`config.mk`:
```
export PLATFORM = sky130hd
export DESIGN_NAME = backtrack_ctrl_flat
export DESIGN_NICKNAME = d
export VERILOG_FILES = /design/src/rtl/sat_pkg.sv /design/src/rtl/backtrack_ctrl_if.sv /design/src/rtl/bkt_scan_group.sv /design/src/rtl/backtrack_ctrl.sv /design/src/flat_wrapper.sv
export SDC_FILE = /design/constraint.sdc
export NUM_CORES = 1
export LEC_CHECK = 0
export ABC_AREA = 0
export BUFFER_PORTS_ARGS = -buffer_cell sky130_fd_sc_hd__buf_2
export CAP_MARGIN = 15
export CORE_ASPECT_RATIO = 0.8
export CORE_MARGIN = 8
export CORE_UTILIZATION = 40
export CTS_CLUSTER_DIAMETER = 100
export DETAILED_ROUTE_END_ITERATION = 8
export GPL_ROUTABILITY_DRIVEN = 0
export PLACE_DENSITY = 0.8
export SYNTH_ARGS = -nofsm -noshare
export SYNTH_HDL_FRONTEND = slang
export SYNTH_SLANG_ARGS = --single-unit
```
`constraint.sdc`:
```
create_clock -name clk -period 3.6 [get_ports clk]
set_input_delay 1.08 -clock clk [delete_from_list [all_inputs] [get_ports clk]]
set_output_delay 1.08 -clock clk [all_outputs]
set_load 0.01 [all_outputs]
```
`src/rtl/sat_pkg.sv`:
```
// rtl/sat_pkg.sv - shared value encodings, level constants and backtrack FSM states
package sat_pkg;

    localparam int WIDTH_LVL_DEF = 16;

    // Per-var value field {implied, val[1:0]}; only val[1:0] encodes the assignment.
    localparam logic [1:0] VAL_FREE  = 2'b00;
    localparam logic [1:0] VAL_FALSE = 2'b01;
    localparam logic [1:0] VAL_TRUE  = 2'b10;

    // Current level reported by decision when no level is open.
    localparam logic [WIDTH_LVL_DEF-1:0] LVL_NONE = '1;

    typedef enum logic [1:0] {
        ST_IDLE,
        ST_CHECK,
        ST_SCAN,
        ST_APPLY
    } bkt_state_e;

endpackage

```
`src/rtl/backtrack_ctrl_if.sv`:
```
// rtl/backtrack_ctrl_if.sv - request/response bundle between state_list and backtrack_ctrl
// Ports (from the slave side):
//   in : bkt_req_i, bkt_tgt_lvl_i, cur_lvl_i, vars_value_i, vars_lvl_i
//   out: busy_o, var_clear_o, apply_bkt_o, bkt_lvl_o, unsat_o, err_o, done_o
interface backtrack_ctrl_if
    import sat_pkg::*;
#(
    parameter int NUM_VARS  = 8,
    parameter int WIDTH_LVL = WIDTH_LVL_DEF
);
    logic                          bkt_req_i;
    logic [WIDTH_LVL-1:0]          bkt_tgt_lvl_i;
    logic [WIDTH_LVL-1:0]          cur_lvl_i;
    logic [NUM_VARS*3-1:0]         vars_value_i;
    logic [NUM_VARS*WIDTH_LVL-1:0] vars_lvl_i;
    logic                          busy_o;
    logic [NUM_VARS-1:0]           var_clear_o;
    logic                          apply_bkt_o;
    logic [WIDTH_LVL-1:0]          bkt_lvl_o;
    logic                          unsat_o;
    logic                          err_o;
    logic                          done_o;

    modport master (
        output bkt_req_i, bkt_tgt_lvl_i, cur_lvl_i, vars_value_i, vars_lvl_i,
        input  busy_o, var_clear_o, apply_bkt_o, bkt_lvl_o, unsat_o, err_o, done_o
    );

    modport slave (
        input  bkt_req_i, bkt_tgt_lvl_i, cur_lvl_i, vars_value_i, vars_lvl_i,
        output busy_o, var_clear_o, apply_bkt_o, bkt_lvl_o, unsat_o, err_o, done_o
    );
endinterface

```
`src/rtl/bkt_scan_group.sv`:
```
// rtl/bkt_scan_group.sv - combinational compare of one var group against target level
// Ports:
//   val_i     : VARS_PER_CYC x {implied, val[1:0]}
//   lvl_i     : VARS_PER_CYC x WIDTH_LVL assignment levels
//   tgt_lvl_i : target level L
//   mask_o    : bit set where var is assigned and its level is above L
module bkt_scan_group
    import sat_pkg::*;
#(
    parameter int VARS_PER_CYC = 4,
    parameter int WIDTH_LVL    = WIDTH_LVL_DEF
) (
    input  logic [VARS_PER_CYC*3-1:0]         val_i,
    input  logic [VARS_PER_CYC*WIDTH_LVL-1:0] lvl_i,
    input  logic [WIDTH_LVL-1:0]              tgt_lvl_i,
    output logic [VARS_PER_CYC-1:0]           mask_o
);

    // The implied flag does not affect clearing; collected here only to mark it consumed.
    logic [VARS_PER_CYC-1:0] unused_implied;

    always_comb begin
        mask_o         = '0;
        unused_implied = '0;
        for (int i = 0; i < VARS_PER_CYC; i++) begin
            unused_implied[i] = val_i[i*3+2];
            mask_o[i] = (val_i[i*3 +: 2] != VAL_FREE) &&
                        (lvl_i[i*WIDTH_LVL +: WIDTH_LVL] > tgt_lvl_i);
        end
    end

endmodule

```
`src/rtl/backtrack_ctrl.sv`:
```
// rtl/backtrack_ctrl.sv - conflict backtrack: clears vars above target level, rewinds decision
// Ports:
//   clk, rst : clock, synchronous active-low reset
//   bus      : backtrack_ctrl_if.slave (request, var vectors, clear mask, apply/done pulses)
module backtrack_ctrl
    import sat_pkg::*;
#(
    parameter int NUM_VARS     = 8,
    parameter int WIDTH_LVL    = WIDTH_LVL_DEF,
    parameter int VARS_PER_CYC = 4
) (
    input  logic              clk,
    input  logic              rst,
    backtrack_ctrl_if.slave   bus
);

    localparam int NGRP  = NUM_VARS / VARS_PER_CYC;
    localparam int GRP_W = (NGRP > 1) ? $clog2(NGRP) : 1;

    bkt_state_e                state_q;
    logic [GRP_W-1:0]          grp_q;
    logic [NUM_VARS-1:0]       acc_q;
    logic [NUM_VARS-1:0]       acc_d;
    logic [WIDTH_LVL-1:0]      tgt_q;
    logic                      busy_q;
    logic [NUM_VARS-1:0]       var_clear_q;
    logic                      apply_q;
    logic [WIDTH_LVL-1:0]      bkt_lvl_q;
    logic                      unsat_q;
    logic                      err_q;
    logic                      done_q;

    logic [VARS_PER_CYC*3-1:0]         grp_val;
    logic [VARS_PER_CYC*WIDTH_LVL-1:0] grp_lvl;
    logic [VARS_PER_CYC-1:0]           grp_mask;
    logic                              last_grp;

    // Constant-index mux keeps the group select free of variable part-selects.
    always_comb begin
        grp_val = '0;
        grp_lvl = '0;
        for (int g = 0; g < NGRP; g++) begin
            if (grp_q == GRP_W'(g)) begin
                grp_val = bus.vars_value_i[g*VARS_PER_CYC*3 +: VARS_PER_CYC*3];
                grp_lvl = bus.vars_lvl_i[g*VARS_PER_CYC*WIDTH_LVL +: VARS_PER_CYC*WIDTH_LVL];
            end
        end
    end

    bkt_scan_group #(
        .VARS_PER_CYC (VARS_PER_CYC),
        .WIDTH_LVL    (WIDTH_LVL)
    ) u_scan (
        .val_i     (grp_val),
        .lvl_i     (grp_lvl),
        .tgt_lvl_i (tgt_q),
        .mask_o    (grp_mask)
    );

    always_comb begin
        acc_d = acc_q;
        for (int g = 0; g < NGRP; g++) begin
            if (grp_q == GRP_W'(g)) begin
                acc_d[g*VARS_PER_CYC +: VARS_PER_CYC] = grp_mask;
            end
        end
    end

    assign last_grp = (grp_q == GRP_W'(NGRP - 1));

    // Outputs are registered: the verdict for CHECK is computed on the accepting
    // edge so unsat/err appear during the CHECK cycle, and the final mask is
    // loaded on the last SCAN edge so the clear pulse appears during APPLY.
    always_ff @(posedge clk) begin
        if (!rst) begin
            state_q     <= ST_IDLE;
            grp_q       <= '0;
            acc_q       <= '0;
            tgt_q       <= '0;
            busy_q      <= 1'b0;
            var_clear_q <= '0;
            apply_q     <= 1'b0;
            bkt_lvl_q   <= '0;
            unsat_q     <= 1'b0;
            err_q       <= 1'b0;
            done_q      <= 1'b0;
        end else begin
            var_clear_q <= '0;
            apply_q     <= 1'b0;
            bkt_lvl_q   <= '0;
            unsat_q     <= 1'b0;
            err_q       <= 1'b0;
            done_q      <= 1'b0;
            case (state_q)
                ST_IDLE: begin
                    if (bus.bkt_req_i) begin
                        tgt_q   <= bus.bkt_tgt_lvl_i;
                        grp_q   <= '0;
                        acc_q   <= '0;
                        busy_q  <= 1'b1;
                        state_q <= ST_CHECK;
                        // All-ones means no level is open, which is the root as well.
                        if (bus.cur_lvl_i == '0 || bus.cur_lvl_i == {WIDTH_LVL{1'b1}}) begin
                            unsat_q <= 1'b1;
                            done_q  <= 1'b1;
                        end else if (bus.bkt_tgt_lvl_i >= bus.cur_lvl_i) begin
                            err_q   <= 1'b1;
                            done_q  <= 1'b1;
                        end
                    end
                end
                ST_CHECK: begin
                    if (done_q) begin
                        busy_q  <= 1'b0;
                        state_q <= ST_IDLE;
                    end else begin
                        state_q <= ST_SCAN;
                    end
                end
                ST_SCAN: begin
                    acc_q <= acc_d;
                    grp_q <= grp_q + GRP_W'(1);
                    if (last_grp) begin
                        var_clear_q <= acc_d;
                        apply_q     <= 1'b1;
                        bkt_lvl_q   <= tgt_q + WIDTH_LVL'(1);
                        done_q      <= 1'b1;
                        state_q     <= ST_APPLY;
                    end
                end
                ST_APPLY: begin
                    busy_q  <= 1'b0;
                    acc_q   <= '0;
                    grp_q   <= '0;
                    state_q <= ST_IDLE;
                end
                default: state_q <= ST_IDLE;
            endcase
        end
    end

    assign bus.busy_o      = busy_q;
    assign bus.var_clear_o = var_clear_q;
    assign bus.apply_bkt_o = apply_q;
    assign bus.bkt_lvl_o   = bkt_lvl_q;
    assign bus.unsat_o     = unsat_q;
    assign bus.err_o       = err_q;
    assign bus.done_o      = done_q;

endmodule

```
`src/flat_wrapper.sv`:
```
// flat-port wrapper written by rule: the top's interface ports become plain ports
module backtrack_ctrl_flat import sat_pkg::*;
#(
    parameter int NUM_VARS     = 8,
    parameter int WIDTH_LVL    = WIDTH_LVL_DEF,
    parameter int VARS_PER_CYC = 4
)
  (clk, rst, bus_bkt_req_i, bus_bkt_tgt_lvl_i, bus_cur_lvl_i, bus_vars_value_i, bus_vars_lvl_i, bus_busy_o, bus_var_clear_o, bus_apply_bkt_o, bus_bkt_lvl_o, bus_unsat_o, bus_err_o, bus_done_o);
  backtrack_ctrl_if #(.NUM_VARS(NUM_VARS), .WIDTH_LVL(WIDTH_LVL)) bus_i ();
  input  logic clk;
  input  logic rst;
  input wire logic [$bits(bus_i.bkt_req_i)-1:0] bus_bkt_req_i;
  input wire logic [$bits(bus_i.bkt_tgt_lvl_i)-1:0] bus_bkt_tgt_lvl_i;
  input wire logic [$bits(bus_i.cur_lvl_i)-1:0] bus_cur_lvl_i;
  input wire logic [$bits(bus_i.vars_value_i)-1:0] bus_vars_value_i;
  input wire logic [$bits(bus_i.vars_lvl_i)-1:0] bus_vars_lvl_i;
  output wire logic [$bits(bus_i.busy_o)-1:0] bus_busy_o;
  output wire logic [$bits(bus_i.var_clear_o)-1:0] bus_var_clear_o;
  output wire logic [$bits(bus_i.apply_bkt_o)-1:0] bus_apply_bkt_o;
  output wire logic [$bits(bus_i.bkt_lvl_o)-1:0] bus_bkt_lvl_o;
  output wire logic [$bits(bus_i.unsat_o)-1:0] bus_unsat_o;
  output wire logic [$bits(bus_i.err_o)-1:0] bus_err_o;
  output wire logic [$bits(bus_i.done_o)-1:0] bus_done_o;
  assign bus_i.bkt_req_i = bus_bkt_req_i;
  assign bus_i.bkt_tgt_lvl_i = bus_bkt_tgt_lvl_i;
  assign bus_i.cur_lvl_i = bus_cur_lvl_i;
  assign bus_i.vars_value_i = bus_vars_value_i;
  assign bus_i.vars_lvl_i = bus_vars_lvl_i;
  assign bus_busy_o = bus_i.busy_o;
  assign bus_var_clear_o = bus_i.var_clear_o;
  assign bus_apply_bkt_o = bus_i.apply_bkt_o;
  assign bus_bkt_lvl_o = bus_i.bkt_lvl_o;
  assign bus_unsat_o = bus_i.unsat_o;
  assign bus_err_o = bus_i.err_o;
  assign bus_done_o = bus_i.done_o;
  backtrack_ctrl #(.NUM_VARS(NUM_VARS), .WIDTH_LVL(WIDTH_LVL), .VARS_PER_CYC(VARS_PER_CYC)) u_core (.clk(clk), .rst(rst), .bus(bus_i));
endmodule
```
# After elaboration in Yosys (flattened, before gate mapping)

Cells that the tools add are included.

Register bits: 56
Output and inout port bits: 29
Logic and storage cells: 70

Add/sub/neg operators: 2
Magnitude comparators: 5
Equality and inequality tests: 7
Multiplexer cells: 21
Bitwise logic cells: 3
Reduce and logical (&&, ||, !) cells: 21

Operators by type and width:

| kind                                          | count |
|---|---|
| greater-than comparator 16 bit                | 4 |
| two-way mux 64 bit                            | 1 |
| case mux 8 bit (3 select lines)               | 1 |
| adder 16 x 1 -> 16 bit, second input constant | 1 |
| == test 16 bit, second input constant         | 1 |
| >= comparator 16 bit                          | 1 |
| logical NOT 16 bit                            | 1 |
| two-way mux 11 bit                            | 1 |
| AND reduction 3 bit                           | 3 |
| two-way mux 1 bit                             | 8 |
| two-way mux 4 bit                             | 2 |
| two-way mux 8 bit                             | 1 |
| case mux 2 bit (4 select lines)               | 1 |
| AND reduction 2 bit                           | 4 |
| nonzero test 2 bit                            | 4 |
| two-way mux 2 bit                             | 3 |
| case mux 1 bit (3 select lines)               | 2 |
| nonzero test 3 bit                            | 2 |
| == test 2 bit, second input constant          | 2 |
| logical AND 1 bit                             | 4 |
| != test 2 x 1 -> 1 bit, second input constant | 2 |
| OR reduction 4 bit                            | 1 |
| NOT 1 bit                                     | 3 |
| == test 2 x 1 -> 1 bit, second input constant | 1 |
| 5 further kinds                               | 5 |

# Longest topological paths before layout

Gate-level depths: netlist of run 1.

Depth in word-level cells: 5
Depth in mapped cells: 10
Mapped depth without buffers: 7

# Hierarchy

A second synthesis of run 1 with hierarchy kept.

Cells, all modules: 558
Area, all modules: 4,740.8 µm²

Modules (own cells, without submodules):

| module         | times used | cells an instance | area each (µm²) |
|---|---|---|---|
| backtrack_ctrl | 1          | 365               | 3,285.7 |
| bkt_scan_group | 1          | 193               | 1,455.1 |

# Worst setup path before layout of run 1

Ideal clock, no wire load.

Path type: input-to-reg
From: in bus_vars_lvl_i[93]
To: reg u_core.acc_q[1]
Arrival time: 2.552 ns
Setup slack: 0.928 ns
Stages on the path: 7
Cell sequence: mux2_2 -> ha_1 -> a21o_1 -> a21o_1 -> a221o_1 -> o31ai_4 -> o21ai_1

Word-level cells in the longest chain between the ends: 5

RTL lines:

| item                            | RTL line              | RTL |
|---|---|---|
| start: declaration              | flat_wrapper.sv:16    | `input wire logic [$bits(bus_i.vars_lvl_i)-1:0] bus_vars_lvl_i;` |
| two-way mux 64 bit              | backtrack_ctrl.sv:43  | `if (grp_q == GRP_W'(g)) begin` |
| greater-than comparator 16 bit  | bkt_scan_group.sv:28  | `(lvl_i[i*WIDTH_LVL +: WIDTH_LVL] > tgt_lvl_i);` |
| logical AND 1 bit               | bkt_scan_group.sv:27  | `mask_o[i] = (val_i[i*3 +: 2] != VAL_FREE) &&` |
| two-way mux 4 bit               | backtrack_ctrl.sv:63  | `if (grp_q == GRP_W'(g)) begin` |
| case mux 8 bit (3 select lines) | backtrack_ctrl.sv:94  | `case (state_q)` |
| end signal: assignment          | backtrack_ctrl.sv:78  | `acc_q <= '0;` |
| end signal: assignment          | backtrack_ctrl.sv:99  | `acc_q <= '0;` |
| end signal: assignment          | backtrack_ctrl.sv:121 | `acc_q <= acc_d;` |
| end: declaration                | backtrack_ctrl.sv:22  | `logic [NUM_VARS-1:0] acc_q;` |

No other way between the ends.
A chain may end at the register's enable or synchronous reset.

# Final worst setup path of run 1

From: reg u_core.grp_q
To: reg u_core.acc_q[1]

Word-level cells in the longest chain between the ends: 5
Elaborated cells on any way between the ends: 7
Those cells by class: 1 x order compare; 4 x mux; 2 x reduce/logical

RTL lines:

| item                                                                        | RTL line                                   | RTL |
|---|---|---|
| start: declaration                                                          | backtrack_ctrl.sv:21                       | `logic [GRP_W-1:0] grp_q;` |
| start signal: assignment                                                    | backtrack_ctrl.sv:122                      | `grp_q <= grp_q + GRP_W'(1);` |
| two-way mux 64 bit / two-way mux 11 bit (equally long branches)             | backtrack_ctrl.sv:43                       |  |
| greater-than comparator 16 bit / nonzero test 2 bit (equally long branches) | bkt_scan_group.sv:28, bkt_scan_group.sv:27 |  |
| logical AND 1 bit                                                           | bkt_scan_group.sv:27                       |  |
| two-way mux 4 bit *                                                         | backtrack_ctrl.sv:63                       |  |
| case mux 8 bit (3 select lines) *                                           | backtrack_ctrl.sv:94                       |  |

Mark *: on every way between the ends. The rest lies on a longest branch, timed or not.

==> key figures, run 1 <==
Run status
  • Outcome: complete, no violations

Pwr
  • Pleak: ~0.0028 µW
  • Combinational power share: 32.4%
  • Peak VDD IR: 0.173 mV
  • NetSw: 531 µW
  • Seq pwr share: 35.9%
  • PwrDens: 296 nW/µm²
  • Internal power: 1240 µW
  • Clk network pwr share: about a third
  • Switching share of power: 30.1%

Critical path
  • R2R Path Start: u_core.grp_q
  • Setup CP Type: flop to flop
  • CP Max Fanout: 52
  • CP Data Required Time: 3.83 ns
  • CP Capture Type: flop
  • WP data arrival: just over 3 ns
  • Worst reg2reg path depth: 8
  • CP startpoint: u_core.grp_q
  • R2r setup slk: 0.76 ns
  • Setup crit start kind: flop
  • Worst flop-to-flop path endpoint: u_core.acc_q[1]

Routing
  • Vias: 4502
  • Top sig layer: met4
  • DRT antenna net count: 0
  • DRC Markers: 0
  • Drt pass-1 iters: 4
  • DR WL met3: 1240 µm
  • Vias/cell: 5.17
  • Final wirelength: 14800 µm
  • Met1 WL: 6550 µm
  • Routed len/inst: roughly 17 µm
  • Met2 WL post-DR: 6890 µm
  • Initial drt markers: 200

Logic synthesis
  • Post-synth EDFFs: 0
  • Area share of the largest cell type after synthesis: 22.4%
  • Yosys warning count: 0
  • Post-synth top flop: dfxtp_1
  • Yosys reg bits: 52
  • Commonest cells post-synth: 81 x ha_1, 60 x mux2_2, 54 x nand2_1
  • Synth area leader: dfxtp_1
  • Mapped cell area: approximately 4600 µm²
  • Most numerous cell in the Yosys netlist: ha_1
  • Netlist cell types: 48
  • Syn_nets: 788
  • Seq/Total Area, Yosys: about 22%
  • Largest cells by area after synthesis: dfxtp_1 22%, ha_1 22%, mux2_2 15%
  • Async S/R FF share, synth: 0%
  • Syn Inst Count: between 500 and 600
  • Mapped Avg Cell Area: 8.92 µm²

Floorplan
  • Row Count: 35
  • Core area: 11400 µm²
  • Die Ht: 112 µm
  • Die ar.: 15300 µm²
  • Die Width: approximately 140 µm
  • Initial Util: between 40% and 50%
  • I/O pins: 216

Hold path
  • Hold path start: u_core.acc_q[0]
  • Hold Path Sink: u_core.acc_q[0]
  • Hold depth: 2
  • Min-Delay Path Class: flop to flop

Cells and area
  • Share of layout cells above drive strength 1: ~40%
  • Number of nets in the layout: roughly 990
  • Post-Layout Cell Count: 870
  • Synthesis-to-finish area growth: 28.8%
  • Ant diodes: 0

STA
  • Worst Setup Slack, final: ~0.76 ns
  • Final Max Tran Viols: 0
  • RSZ-0062 raised after global routing: false
  • Max Clock Freq: roughly 350 MHz
  • Setup Skew: 0.00451 ns
  • Normalized max-slew margin: 55.7%
  • Period minus WS final: 2.84 ns
  • Final hold viol count: 0
  • Worst-Margin Slew: 0.648 ns
  • Endpoints failing setup: 0
  • Setup TNS: 0 ns
  • Tcrit/Tclk final: 78.9%

CTS
  • CTS H-tree lvls: 2
  • CTS max path bufs: 2
  • Clock sinks: 52
  • Clk_lat worst skew: 0.29 ns
  • CTS Hold Buffers Added: 0
  • Num CTS Buffers: 5
  • Clk slew on worst S/H paths: 0.07 ns
  • Post-cts sizing count: 0
  • Post-CTS Setup Repair Bufs: 0
  • CTS tree: done
  • CTS root buf: clkbuf_16

GRT
  • Global-route wire length before repair: 22700 µm
  • Pin count of the biggest net entering global routing: 53
  • Initial antenna violation count: 0
  • Global route total overflow: 0
  • Gr usage total: between 10% and 20%
  • Vias in the first global route: 4492

Placed design
  • Post-DP HPWL: 12500 µm
  • Port Buffers: roughly 210
  • Pre-CTS WS: 0.569 ns
  • Inst Count DP: about 860

Run
  • Max Cap Violations: 0
critical path: stages (launching register included):
cell	delay (ns)
dfxtp_4	0.75
buf_4	0.30
mux2_2	0.35
ha_1	0.30
nand4_1	0.13
nor4_1	0.40
a21boi_2	0.27
o31ai_4	0.10
o21ai_1	0.14
cell type report:
type | count | area (µm²)
timing repair buffer | 211 | 1070
fill | 1066 | 5450
sequential | 52 | 1040
clock buffer | 6 | 139
clock inverter | 2 | 38.8
tap | 148 | 185
multi-input combinational | 416 | 3370
inverter | 35 | 131
cell usage in the layout, fill, tap and decap left out, drive strengths merged, types with 10 or more instances in the layout:
cell type,count
nor4,10
inv,35
nor2b,10
dfxtp,52
nand2,55
nor2,29
buf,211
a21boi,20
o21ai,10
xnor2,14
a21o,13
a21oi,32
nand4,21
mux2,60
ha,81
routing by layer:
layer / global-route usage [%] / up-vias
li1: - / 2300
met1: 23.8 / 2045
met2: 31.5 / 146
met3: 5.13 / 11
met4: 2.85 / 0
met5: 0 / -
kinds of logic (layout without fill, tap and decap cells):
family,count (synthesis),in the layout,synth area share (%)
fa+ha+maj,81,81,21.8
simple gates,155,155,17.4
compound gates,102,102,15.4
buf+inv,52,254,4.93
xor+xnor,14,14,2.64
flops,52,52,22.4
mux,64,64,15.4
through the flow:
stage                     hold WS, ns  total power (µW)  cell area, µm²  utilization [%]
after floorplan                 0.421              1000            4640                -
after global placement          0.431              1200            5800             50.7
after detailed placement        0.437              1220            5800             50.7
after CTS                       0.446              1780            5980             52.3
after global routing            0.476              1880            5980             52.3
final                           0.446              1770            5980             52.3
flip-flops by register name (all words and copies together), names as in the netlist, 4 cells and up, named ones only:
name                    count
u_core.bus.var_clear_o      8
u_core.bus.bkt_lvl_o       16
u_core.acc_q                4
u_core.tgt_q               16
worst max path at each step:
| stage | to | slack, ns |
|---|---|---|
| 3_5_place_dp | u_core.acc_q[2] | 0.57 |
| 2_1_floorplan | u_core.acc_q[1] | 0.93 |
| 4_1_cts | u_core.acc_q[1] | 0.77 |
| 5_1_grt | u_core.acc_q[1] | 0.54 |
| 6_report | u_core.acc_q[1] | 0.76 |
| 3_3_place_gp | u_core.acc_q[2] | 0.57 |
power by group through the flow:
stage	combinational, µW	sequential (µW)	clock [µW]
after floorplan	375	629	0
after global placement	554	645	0
after detailed placement	570	646	0
after CTS	575	633	568
after global routing	652	637	595
final	572	633	560
Note: power is estimated with default switching activity, not from simulation.
==> inputs of run 2 (changes only) <==
==> constraint.sdc (replaced) <==
create_clock -name clk -period 2.93 [get_ports clk]
set_input_delay 0.879 -clock clk [delete_from_list [all_inputs] [get_ports clk]]
set_output_delay 0.879 -clock clk [all_outputs]
set_load 0.01 [all_outputs]
==> run 2 against run 1 <==
  * Routed wire length rose by 1.8%
  * Register-to-register slack got worse by 0.52 ns
  * Combinational power rose by 27%
  * Global-route usage rose by 0.41 points
  * Clock-buffer cell count rose by 1
  * Core utilization rose by 0.46 points
  * Largest cell class unchanged
==> key figures, run 2 (synthesized netlist as in run 1, its figures left out) <==
STA
  • Normalized max-slew margin: 63.5% (+7.8 points)
  • Tcrit/Tclk final: 91.7% (+13 points)
  • Setup TNS: 0 ns (unchanged)
  • Final Max Tran Viols: 0 (unchanged)
  • Final hold viol count: 0 (unchanged)
  • Period minus WS final: 2.69 ns (-0.153 ns)
  • RSZ-0062 raised after global routing: false
  • Worst Setup Slack, final: 0.244 ns (-0.517 ns)
  • Setup Skew: 0.0105 ns (+0.00602 ns)
  • Worst-Margin Slew: 0.546 ns (-0.102 ns)
  • Max Clock Freq: 372 MHz (+5.7%)
  • Endpoints failing setup: 0 (unchanged)

Cells and area
  • Most common cell after layout, fill and taps aside: buf_2
  • Synthesis-to-finish area growth: 29.9%
  • FF+latch area: 1040 µm² (unchanged)
  • Post-Layout Cell Count: 879 (+1.0%)
  • Number of nets in the layout: 998 (+0.91%)
  • Fill cell count: 1079 (+1.2%)
  • Most frequent cells in the layout: 207 x buf_2, 81 x ha_1, 60 x mux2_2, 54 x nand2_1, 51 x dfxtp_1
  • Multi-input gate area: 3370 µm² (unchanged)
  • Share of layout cells above drive strength 1: 40.6% (+0.60 points)
  • Ant diodes: 0 (unchanged)

Critical path
  • Worst flop-to-flop path endpoint: u_core.acc_q[2]
  • Worst reg2reg path depth: 9 (+1)
  • CP startpoint: u_core.grp_q
  • Cell mode on critical path: buf_4
  • Crit path max-delay family: flip-flops
  • CP bufs+invs: 2 (+1)
  • CP Capture Type: flop
  • WP data arrival: 2.91 ns (-0.15 ns)
  • R2R Path Start: u_core.grp_q
  • R2r setup slk: 0.24 ns (-0.52 ns)
  • CP Max Fanout: 31 (-40%)
  • Worst setup path end: u_core.acc_q[2]
  • CP Data Required Time: 3.16 ns (-0.67 ns)
  • Crit path depth: 9 (+1)
  • Setup CP Type: flop to flop
  • Crit path largest cell delay: 0.61 ns (-0.14 ns)
  • CP Cell Sequence: buf_4 -> mux2_2 -> ha_1 -> nand4_1 -> nor4_1 -> a21boi_1 -> o31ai_2 -> buf_4 -> o21ai_1
  • Setup crit start kind: flop
  • Crit-path slowest cell: dfxtp_4

Pwr
  • Pleak: 0.00288 µW (+1.2%)
  • Peak VDD IR: 0.207 mV (+20%)
  • PwrDens: 349 nW/µm² (+18%)

Floorplan
  • Die ar.: 15300 µm² (unchanged)
  • Die Width: 136 µm (unchanged)
  • I/O pins: 216 (unchanged)
  • Die Ht: 112 µm (unchanged)
  • Initial Util: 40.6% (unchanged)
  • Core area: 11400 µm² (unchanged)
  • Row Count: 35 (unchanged)

Routing
  • Drt pass-1 iters: 4 (unchanged)
  • Vias: 4552 (+1.1%)
  • Initial drt markers: 198 (-1.0%)
  • Vias/cell: 5.18 (about the same)
  • DRT antenna net count: 0 (unchanged)
  • DRC Markers: 0 (unchanged)
  • Final wirelength: 15100 µm (+1.8%)
  • Routed len/inst: 17.2 µm (+0.76%)

GRT
  • Vias in the first global route: 4702 (+4.7%)
  • Met1 Track Usage GR: 23.6% (-0.21 points)
  • Initial antenna violation count: 0 (unchanged)
  • Gr usage total: 19.2% (+0.41 points)
  • Global route total overflow: 0 (unchanged)
  • Pin count of the biggest net entering global routing: 32 (-40%)
  • Met3 Track Usage GR: 5.22% (+0.089 points)
  • Gr busiest metal: met2
  • Global-route wire length before repair: 23200 µm (+2.2%)
  • Global Route met2 Usage: 32.8% (+1.3 points)

CTS
  • CTS Hold Buffers Added: 0 (unchanged)
  • Clk slew on worst S/H paths: 0.06 ns (about the same)
  • Post-cts sizing count: 0 (unchanged)
  • CTS tree: done
  • CTS H-tree lvls: 2 (unchanged)
  • Clk_lat worst skew: 0.30 ns (about the same)
  • Num CTS Buffers: 5 (unchanged)
  • Clock sinks: 52 (unchanged)
  • Post-CTS Setup Repair Bufs: 0 (unchanged)
  • CTS max path bufs: 2 (unchanged)
  • CTS root buf: clkbuf_16

Placed design
  • Port Buffers: 207 (unchanged)
  • Inst Count DP: 871 (+1.0%)
  • Pre-CTS WS: 0.0828 ns (-0.486 ns)
  • Post-DP HPWL: 12900 µm (+3.4%)

Run status
  • Outcome: complete, no violations

Run
  • Max Cap Violations: 0 (unchanged)

Hold path
  • Min-Delay Path Class: flop to flop
  • Hold depth: 2 (unchanged)
-- run 2: cell types whose count changed in the layout (fill, tap and decap cells not counted), sizes merged --
cell / before / now
buf: 211 / 220
bufinv: 1 / 0
clkbuf: 6 / 7
clkinv: 1 / 0
clkinvlp: 0 / 1
-- run 2: power by group --
group | total, µW | internal [µW] | switching [µW]
clock | 602 | 341 | 261
combinational | 728 | 370 | 357
sequential | 772 | 732 | 40.2
total | 2100 | 1440 | 658
-- run 2: area by class of cell --
class	instances	area share (%)
multi-input combinational	416	55.9
timing repair buffer	220	19.0
sequential	52	17.3
tap	148	3.07
clock buffer	7	2.37
inverter	35	2.18
clock inverter	1	0.125
-- run 2: per-stage QoR --
step           util [%]  hold WS (ns)  area (µm²)  total power [µW]
2_1_floorplan         -         0.421        4640              1230
3_3_place_gp       51.4         0.432        5880              1490
3_5_place_dp       51.4         0.437        5880              1520
4_1_cts            52.7         0.446        6030              2120
5_1_grt            52.7         0.471        6030              2240
6_report           52.7         0.443        6030              2100
-- run 2: how the worst min path moves through the flow --
| stage | start | end |
|---|---|---|
| 2_1_floorplan | u_core.acc_q[1] | u_core.acc_q[1] |
| 3_3_place_gp | u_core.acc_q[1] | u_core.acc_q[1] |
| 3_5_place_dp | u_core.acc_q[1] | u_core.acc_q[1] |
| 4_1_cts | u_core.acc_q[1] | u_core.acc_q[1] |
| 5_1_grt | u_core.acc_q[2] | u_core.acc_q[2] |
| 6_report | u_core.acc_q[1] | u_core.acc_q[1] |
-- run 2: per-layer routing --
layer	share of wire, %	vias up
li1	-	2318
met1	44	2064
met2	47	157
met3	8.7	13
met4	0.84	0
met5	0	-
-- run 2: worst reg2reg max path: stages (launching register included) --
cell and delay [ns]:
dfxtp_4 0.61, buf_4 0.25, mux2_2 0.34, ha_1 0.27, nand4_1 0.17, nor4_1 0.38, a21boi_1 0.23, o31ai_2 0.11
buf_4 0.16, o21ai_1 0.11
